--- src/rtl/dmem_arb_pkg.sv ---
// -----------------------------------------------------------------------------
// dmem_arb_pkg
// Shared types and default sizes for the data-memory dump arbiter.
//   arb_state_t : arbiter FSM states
//   DEF_N       : default data word width
//   DEF_AW      : default word-address width
//   DEF_DEPTH   : default number of words walked per dump
// -----------------------------------------------------------------------------
package dmem_arb_pkg;

  localparam int DEF_N     = 64;
  localparam int DEF_AW    = 6;
  localparam int DEF_DEPTH = 64;

  // IDLE  : processor owns the memory port
  // READ  : one-cycle read of the word at the current walk index
  // SEND  : captured word is offered on the stream until accepted
  // DONE  : one-cycle completion pulse before handing the port back
  typedef enum logic [1:0] {
    IDLE = 2'd0,
    READ = 2'd1,
    SEND = 2'd2,
    DONE = 2'd3
  } arb_state_t;

  // True when the walk index has reached the final word of the dump.
  function automatic logic is_last_word(input logic [DEF_AW-1:0] idx,
                                        input logic [DEF_AW-1:0] last_idx);
    return (idx == last_idx);
  endfunction

endpackage

--- src/rtl/dmem_dump_arbiter_if.sv ---
// -----------------------------------------------------------------------------
// dmem_dump_arbiter_if
// Dump stream bundle between the arbiter (master) and the word consumer
// (slave).
//   dump_valid : dump_data/dump_addr hold a valid word
//   dump_ready : consumer accepts the word this cycle
//   dump_addr  : word index being streamed
//   dump_data  : streamed word
//   dump_busy  : arbiter owns the memory port (any state but IDLE)
//   dump_done  : one-cycle pulse after the last word is accepted
// -----------------------------------------------------------------------------
interface dmem_dump_arbiter_if
  import dmem_arb_pkg::*;
#(
  parameter int N  = DEF_N,
  parameter int AW = DEF_AW
);

  logic          dump_valid;
  logic          dump_ready;
  logic [AW-1:0] dump_addr;
  logic [N-1:0]  dump_data;
  logic          dump_busy;
  logic          dump_done;

  modport master (
    output dump_valid,
    output dump_addr,
    output dump_data,
    output dump_busy,
    output dump_done,
    input  dump_ready
  );

  modport slave (
    input  dump_valid,
    input  dump_addr,
    input  dump_data,
    input  dump_busy,
    input  dump_done,
    output dump_ready
  );

endinterface

--- src/rtl/dmem_dump_arbiter.sv ---
// -----------------------------------------------------------------------------
// dmem_dump_arbiter
// Shares the single data-memory port between the processor and a memory-dump
// streamer. A rising edge on dump_req stalls the processor, walks every word
// 0..DEPTH-1 (one read cycle + one send cycle per word) and streams each word
// out over a valid/ready handshake, then returns the port to the processor.
//
// Ports:
//   clk, reset        : clock, asynchronous active-high reset
//   cpu_addr/wdata/we/re, cpu_rdata : processor side of the memory port
//   cpu_stall         : datapath must freeze while high
//   mem_addr/wdata/we/re, mem_rdata : dmem side (combinational read)
//   dump_req          : level request, only a rising edge starts a dump
//   dump_if (master)  : dump stream + busy/done status
// -----------------------------------------------------------------------------
module dmem_dump_arbiter
  import dmem_arb_pkg::*;
#(
  parameter int N     = DEF_N,
  parameter int AW    = DEF_AW,
  parameter int DEPTH = DEF_DEPTH
) (
  input  logic          clk,
  input  logic          reset,
  // processor side
  input  logic [AW-1:0] cpu_addr,
  input  logic [N-1:0]  cpu_wdata,
  input  logic          cpu_we,
  input  logic          cpu_re,
  output logic [N-1:0]  cpu_rdata,
  output logic          cpu_stall,
  // memory side
  output logic [AW-1:0] mem_addr,
  output logic [N-1:0]  mem_wdata,
  output logic          mem_we,
  output logic          mem_re,
  input  logic [N-1:0]  mem_rdata,
  // dump control and stream
  input  logic          dump_req,
  dmem_dump_arbiter_if.master dump_if
);

  localparam logic [AW-1:0] LAST_IDX = AW'(DEPTH - 1);
  localparam logic [AW-1:0] IDX_ONE  = AW'(1'b1);
  localparam logic [AW-1:0] IDX_ZERO = {AW{1'b0}};

  arb_state_t    state_r;
  logic [AW-1:0] idx_r;
  logic          req_q_r;
  logic          pending_r;
  logic [N-1:0]  dump_data_r;
  logic [AW-1:0] dump_addr_r;
  logic          valid_r;
  logic          busy_r;
  logic          done_r;
  logic          req_rise_s;
  logic          last_word_s;

  // Rising-edge detect on the level request.
  assign req_rise_s = dump_req & ~req_q_r;

  // Terminal compare on the walk index; checked before any increment so the
  // index never steps past DEPTH-1.
  assign last_word_s = (idx_r == LAST_IDX);

  // Arbiter FSM: state, walk index, request edge register, deferred-start
  // flag, captured word and the registered stream/status flags.
  always_ff @(posedge clk or posedge reset) begin
    if (reset) begin
      state_r     <= IDLE;
      idx_r       <= IDX_ZERO;
      req_q_r     <= 1'b0;
      pending_r   <= 1'b0;
      dump_data_r <= {N{1'b0}};
      dump_addr_r <= IDX_ZERO;
      valid_r     <= 1'b0;
      busy_r      <= 1'b0;
      done_r      <= 1'b0;
    end else begin
      req_q_r <= dump_req;
      case (state_r)
        IDLE: begin
          idx_r  <= IDX_ZERO;
          done_r <= 1'b0;
          if (pending_r) begin
            // Request arrived alongside a CPU write last cycle; that write
            // has landed, so the walk can start now.
            pending_r <= 1'b0;
            busy_r    <= 1'b1;
            state_r   <= READ;
          end else if (req_rise_s && cpu_we) begin
            // Let the in-flight CPU write complete before taking the port.
            pending_r <= 1'b1;
          end else if (req_rise_s) begin
            busy_r  <= 1'b1;
            state_r <= READ;
          end else begin
            state_r <= IDLE;
          end
        end
        READ: begin
          dump_data_r <= mem_rdata;
          dump_addr_r <= idx_r;
          valid_r     <= 1'b1;
          state_r     <= SEND;
        end
        SEND: begin
          if (dump_if.dump_ready) begin
            valid_r <= 1'b0;
            if (last_word_s) begin
              done_r  <= 1'b1;
              state_r <= DONE;
            end else begin
              idx_r   <= idx_r + IDX_ONE;
              state_r <= READ;
            end
          end else begin
            state_r <= SEND;
          end
        end
        DONE: begin
          idx_r   <= IDX_ZERO;
          done_r  <= 1'b0;
          busy_r  <= 1'b0;
          state_r <= IDLE;
        end
        default: begin
          idx_r     <= IDX_ZERO;
          pending_r <= 1'b0;
          valid_r   <= 1'b0;
          busy_r    <= 1'b0;
          done_r    <= 1'b0;
          state_r   <= IDLE;
        end
      endcase
    end
  end

  // Memory-port mux: the processor passes straight through in IDLE; in every
  // other state the walker owns the port and processor writes are dropped.
  always_comb begin
    cpu_rdata = {N{1'b0}};
    mem_addr  = idx_r;
    mem_wdata = {N{1'b0}};
    mem_we    = 1'b0;
    mem_re    = 1'b0;
    case (state_r)
      IDLE: begin
        mem_addr  = cpu_addr;
        mem_wdata = cpu_wdata;
        mem_we    = cpu_we;
        mem_re    = cpu_re;
        cpu_rdata = mem_rdata;
      end
      READ: begin
        mem_re = 1'b1;
      end
      SEND, DONE: begin
        mem_re = 1'b0;
      end
      default: begin
        mem_re = 1'b0;
      end
    endcase
  end

  assign cpu_stall          = busy_r;
  assign dump_if.dump_valid = valid_r;
  assign dump_if.dump_addr  = dump_addr_r;
  assign dump_if.dump_data  = dump_data_r;
  assign dump_if.dump_busy  = busy_r;
  assign dump_if.dump_done  = done_r;

endmodule
--- src/flat_wrapper.sv ---
// flat-port wrapper written by rule: the top's interface ports become plain ports
module dmem_dump_arbiter_flat import dmem_arb_pkg::*;
#(
  parameter int N     = DEF_N,
  parameter int AW    = DEF_AW,
  parameter int DEPTH = DEF_DEPTH
)
  (clk, reset, cpu_addr, cpu_wdata, cpu_we, cpu_re, cpu_rdata, cpu_stall, mem_addr, mem_wdata, mem_we, mem_re, mem_rdata, dump_req, dump_if_dump_valid, dump_if_dump_addr, dump_if_dump_data, dump_if_dump_busy, dump_if_dump_done, dump_if_dump_ready);
  dmem_dump_arbiter_if #(.N(N), .AW(AW)) dump_if_i ();
  input  logic clk;
  input  logic reset;
  input  logic [AW-1:0] cpu_addr;
  input  logic [N-1:0] cpu_wdata;
  input  logic cpu_we;
  input  logic cpu_re;
  output logic [N-1:0] cpu_rdata;
  output logic cpu_stall;
  output logic [AW-1:0] mem_addr;
  output logic [N-1:0] mem_wdata;
  output logic mem_we;
  output logic mem_re;
  input  logic [N-1:0] mem_rdata;
  input  logic dump_req;
  output wire logic [$bits(dump_if_i.dump_valid)-1:0] dump_if_dump_valid;
  output wire logic [$bits(dump_if_i.dump_addr)-1:0] dump_if_dump_addr;
  output wire logic [$bits(dump_if_i.dump_data)-1:0] dump_if_dump_data;
  output wire logic [$bits(dump_if_i.dump_busy)-1:0] dump_if_dump_busy;
  output wire logic [$bits(dump_if_i.dump_done)-1:0] dump_if_dump_done;
  input wire logic [$bits(dump_if_i.dump_ready)-1:0] dump_if_dump_ready;
  assign dump_if_dump_valid = dump_if_i.dump_valid;
  assign dump_if_dump_addr = dump_if_i.dump_addr;
  assign dump_if_dump_data = dump_if_i.dump_data;
  assign dump_if_dump_busy = dump_if_i.dump_busy;
  assign dump_if_dump_done = dump_if_i.dump_done;
  assign dump_if_i.dump_ready = dump_if_dump_ready;
  dmem_dump_arbiter #(.N(N), .AW(AW), .DEPTH(DEPTH)) u_core (.clk(clk), .reset(reset), .cpu_addr(cpu_addr), .cpu_wdata(cpu_wdata), .cpu_we(cpu_we), .cpu_re(cpu_re), .cpu_rdata(cpu_rdata), .cpu_stall(cpu_stall), .mem_addr(mem_addr), .mem_wdata(mem_wdata), .mem_we(mem_we), .mem_re(mem_re), .mem_rdata(mem_rdata), .dump_req(dump_req), .dump_if(dump_if_i));
endmodule
--- config.mk ---
export PLATFORM = sky130hd
export DESIGN_NAME = dmem_dump_arbiter_flat
export DESIGN_NICKNAME = d
export VERILOG_FILES = /design/src/rtl/dmem_arb_pkg.sv /design/src/rtl/dmem_dump_arbiter_if.sv /design/src/rtl/dmem_dump_arbiter.sv /design/src/flat_wrapper.sv
export SDC_FILE = /design/constraint.sdc
export NUM_CORES = 1
export LEC_CHECK = 0
export BUFFER_PORTS_ARGS = -buffer_cell sky130_fd_sc_hd__buf_2
export CORE_AREA = 2 2 138 140
export CTS_BUF_LIST = sky130_fd_sc_hd__clkbuf_4
export DETAILED_ROUTE_END_ITERATION = 6
export DIE_AREA = 0 0 140 142
export GPL_TIMING_DRIVEN = 0
export PLACE_DENSITY = 0.55
export SYNTH_ARGS = -nofsm -noshare
export SYNTH_HDL_FRONTEND = slang
export SYNTH_SLANG_ARGS = --single-unit
--- constraint.sdc ---
create_clock -name clk -period 6 [get_ports clk]
set_clock_uncertainty 0.1 [all_clocks]
set_input_delay 0 -clock clk [delete_from_list [all_inputs] [get_ports clk]]
set_output_delay 0 -clock clk [all_outputs]
set_load 0.01 [all_outputs]
# After elaboration in Yosys (flattened, before gate mapping)
# Index checks and enable logic that the tools add are counted.
# op_classes
add_sub_neg,1
n_mul,0
div,0
n_lt_le_gt_ge,0
eq_ne,9
shifts,0
mux,25
bitwise_logic,2
n_reduce_logical,11
# op_table
operator,count
64-bit 2-to-1 mux,2
6-bit 2-to-1 mux,3
6-bit one-hot mux with 2 select lines,1
1-bit 2-to-1 mux,10
3-bit AND reduction,3
2-bit 2-to-1 mux,4
2-bit one-hot mux with 4 select lines,1
"6-bit by 1-bit adder with 6-bit output, second input constant",1
"6-bit equality test, second input constant",1
1-bit one-hot mux with 2 select lines,3
2-bit nonzero test,3
"2-bit equality test, second input constant",2
"2-bit != test, second input constant",2
2-bit OR reduction,2
"3-bit by 1-bit != test with 1-bit output, second input constant",1
"3-bit by 2-bit != test with 1-bit output, second input constant",1
1-bit one-hot mux with 3 select lines,1
"2-bit by 1-bit equality test with 1-bit output, second input constant",1
2-bit logical NOT,1
"2-bit by 1-bit != test with 1-bit output, second input constant",1
2-bit AND reduction,1
1-bit bitwise AND,1
1-bit logical AND,1
1-bit inverter,1
# totals
reg_bits,83
latchBits,0
ram_bits,0
romBits,0
in_bits,140
out_inout_bits,210
elab_cells,57
memories,0

# Logic depth before layout (Yosys ltp)
# depth
word_depth,6
mapped_depth,6
depth_no_buf,6

# Least setup slack after synthesis
# Ideal clock, no wire load.
# synth_path
path_kind,flip-flop to flip-flop
start,register u_core.state_r[0]
end,register u_core.idx_r[5]
setup_time_ps,103
arrival_ps,1503
t_required_ps,5797
path_slack_ps,4294
path_stages_with_launch,7
n_path_buf,0
synth_period_minus_slack_ps,1706
path_cell_list,dfrtp_1 -> inv_1 -> ha_1 -> or2b_2 -> o211ai_4 -> or2_4 -> o41ai_2
# synth_via
elab_chain_cells,4
word_cells_on_any_way,9
classes_between,eq/ne (4); mux (1); reduce/logical (4)
# synth_lines
element,line,rtl
start: declaration,dmem_dump_arbiter.sv:47,arb_state_t state_r;
start signal: assignment,dmem_dump_arbiter.sv:70,state_r <= IDLE;
start signal: assignment,dmem_dump_arbiter.sv:90,state_r <= READ;
start signal: assignment,dmem_dump_arbiter.sv:96,state_r <= READ;
2-bit equality test or 2-bit logical NOT (tied branches),dmem_dump_arbiter.sv:81,case (state_r)
2-bit OR reduction (no line),--,
2-bit nonzero test (no line),--,
3-bit AND reduction (no line),--,
end signal: assignment,dmem_dump_arbiter.sv:114,idx_r <= idx_r + IDX_ONE;
end: declaration,dmem_dump_arbiter.sv:48,logic [AW-1:0] idx_r;
# Several ways; a longest one is shown, not always the timed one.
# A chain may end at the register's enable or synchronous reset.

# Worst setup path after layout
# layout_path
start,register u_core.state_r[0]
end,output cpu_rdata[31]
# layout_via
elab_chain_cells,2
# layout_lines
element,line,rtl
2-bit logical NOT,dmem_dump_arbiter.sv:147,case (state_r)
64-bit 2-to-1 mux,dmem_dump_arbiter.sv:147,
end: declaration,flat_wrapper.sv:16,output logic [N-1:0] cpu_rdata;
# No other way between the ends.

==> reports/results.ini <==
[drt]
wl_per_cell_um = 15.4
drt_first_iter_violations = 136
viasPerCell = 4.26
vias = 4468
ant_nets = 0
drc = 50
drt-pass1-iter-count = 7
totalWireLength_um = 16200

[synthesis]
yosys_most_used_dff = dfrtp_1
synth_edf_count = 0
syn_inst = 377
synth_cell_types = 29
synth_top_area_cell = dfrtp_1
synthTopCellsByCount = 129 x and2_1, 83 x dfrtp_1, 77 x mux2_2, 15 x clkbuf_1
synth_most_common_cell = and2_1
synth_top_area_share_pct = 48.5
synth-async-reset-ratio_pct = 100
ys.warnings.count = 0
seq_area_frac_synth_pct = 48.5
syn_avg_cell_area_um2 = 11.4
syn_nets = 524
ys_ff_latch = 83
synthTopCellsByArea = dfrtp_1 49%, mux2_2 20%, and2_1 19%, ha_1 2.0%, clkbuf_1 1.3%
syn-cell-area_um2 = 4280

[critical_path]
cpMostUsedCell = clkbuf_1
max_stage_delay_ns = 0.65
path_max_fanout = 10
worst-setup-path-type = register to output port
crit_required_ns = 5.90
cp_slowest_cell = clkbuf_1
crit_family = buffers and inverters
cp.arrival_ns = 2.73
worst_setup_path_end_kind = output port
crit_buf_inv = 4
cp_cell_sequence = inv_1 > ha_1 > clkbuf_1 > clkbuf_1 > and2_1 > buf_2
start_kind = register

[power_and_ir_drop]
irDropWorstVdd_mv = 0.188
total_power_mw = 3.30
power_density_nw_per_um2 = 459
p_leak_nw = 3.77

[cts]
cts_buffers = 9
cts-root-buf = clkbuf_4
cts_tree = done
cts_hold_buf = 69
clkSinkCount = 83
cts.clk_slew.worst_paths_ns = 0.13
htree_levels = 3
cts_buffer_depth = 2
clkLatencyLatePin_ns = 0.44
ctsResizeCount = 0
cts_setup_buffers = 0

[cells_and_area]
drive_above_1_share_pct = 56.4
seq_area_um2 = 2080
fin_nets = 954
final_cells = 1048
fillers = 1886
post-route-util_pct = 38.9
multi_input_area_um2 = 2070
area_delta_synth_final_pct = 67.8

[placed_design]
placed_cells = 961
gp_congestion = 0.784
place_ws_ns = 3.53
port_buffers = 349
dp_hpwl_um = 12200

[die]
start_util_pct = 23.2
rows = 50
io_pins = 350
die_w_um = 140
core_um2 = 18500
die_h_um = 142
dieArea_um2 = 19900

[sta]
layout_min_cycle_time_ns = 2.83
final-hold-violation-count = 0
fin_setup_tns_ns = 0
max_slew_margin_pct = 43.8
fmax_ghz = 0.354
fin_ws_ns = 3.17
drv_slew = 0
rsz0062_at_grt = no
tightest_slew_ns = 0.842
finalSetupViolCount = 0
fin_crit_sh_pct = 47.1

[global_routing]
grt_use_met2_pct = 30.0
antenna_found_initial = 1
overflow = 0
grt_use_total_pct = 16.0
top_usage_layer = met2
grt_pass1_vias = 4540
grt_max_degree = 50
gr-usage-met3_pct = 3.87
met1_usage_pct = 16.8
grt_first_pass_wirelength_um = 24700

[worst_hold_path]
holdCritPathClass = input port to register

[flow_run]
drv_cap = 0

[run_status]
violations = DRC
outcome = finished with violations

==> power breakdown <==
| group | internal (mW) | switching [mW] |
|---|---|---|
| sequential | 0.818 | 0.134 |
| combinational | 0.962 | 1.05 |
| clock | 0.134 | 0.201 |
==> registers in the layout, summed over array words and instances, names as in the netlist <==
name                       count
u_core.cpu_stall               1
u_core.req_q_r                 1
u_core.idx_r                   6
u_core.state_r                 2
u_core.dump_if.dump_done       1
u_core.dump_if.dump_data      64
u_core.pending_r               1
u_core.dump_if.dump_addr       6
u_core.dump_if.dump_valid      1
==> logic make-up (layout without fill, tap and decap cells) <==
kind of cell             count (synthesis)  in the layout  synth area share [%]
other                                    0              2                     0
AND/OR/NAND/NOR                        151            151                  21.5
adder cells (fa/ha/maj)                  7              7                  2.05
AO/OA/AOI/OAI                           26             26                  4.47
buffers and inverters                   33            468                  3.22
multiplexers                            77             77                  20.3
flip-flops                              83             83                  48.5
==> placed cells by master (no fill, tap or decap), drive strengths merged <==
master and instances:
ha 7, clkinvlp 2, a21oi 3, mux2 77, dfrtp 83, nor2 2
o41a 1, dlygate4sd3 69, buf 359, clkbuf 26, nand2 10, and2 129
inv 9, nand3 4, bufinv 1, o21a 1, diode 2, o32ai 1
a31oi 3, or3 1, o31ai 1, clkinv 2, o22ai 2, a211oi 1
or2b 1, o41ai 1, o21ai 10, o211ai 2, nand2b 2, or2 1
nor2b 1
==> routing by layer <==
| layer | wire (um) | part of all wire, % | up-vias |
|---|---|---|---|
| li1 | - | - | 2120 |
| met1 | 5980 | 37 | 2084 |
| met2 | 8450 | 52 | 231 |
| met3 | 1220 | 7.5 | 33 |
| met4 | 519 | 3.2 | 0 |
| met5 | 0 | 0 | - |
==> through the flow <==
stage | hold slack [ns] | instance area, um^2
floorplan | -0.0686 | 4280
global placement | 0.0252 | 6320
detailed placement | -0.0342 | 6350
CTS | 0.101 | 7180
global route | 0.106 | 7180
finish | 0.145 | 7180
==> path summary, 6_finish.rpt <==
kind / startpoint / to / slack, ns / cells past startpoint
worst max register to register: u_core.state_r[0] / u_core.pending_r / 3.66 / 5
min in group asynchronous: reset / u_core.dump_if.dump_data[3] / 0.61 / 4
max in group asynchronous: reset / u_core.dump_if.dump_data[52] / 4.57 / 5
worst max-delay path: u_core.state_r[0] / cpu_rdata[31] / 3.17 / 6
worst min-delay path: dump_req / u_core.req_q_r / 0.15 / 2
worst min register to register: u_core.dump_if.dump_data[9] / u_core.dump_if.dump_data[9] / 0.41 / 1
==> area by class of cell <==
cell class	count	share of cell area, %
Antenna cell	2	0.0697
Buffer	24	1.45
Clock buffer	11	1.15
Clock inverter	5	0.749
Inverter	9	0.505
Multi-Input combinational cell	261	28.8
Sequential cell	83	28.9
Tap cell	234	4.08
Timing Repair Buffer	419	34.3
Note: power is estimated with default switching activity, not from simulation.
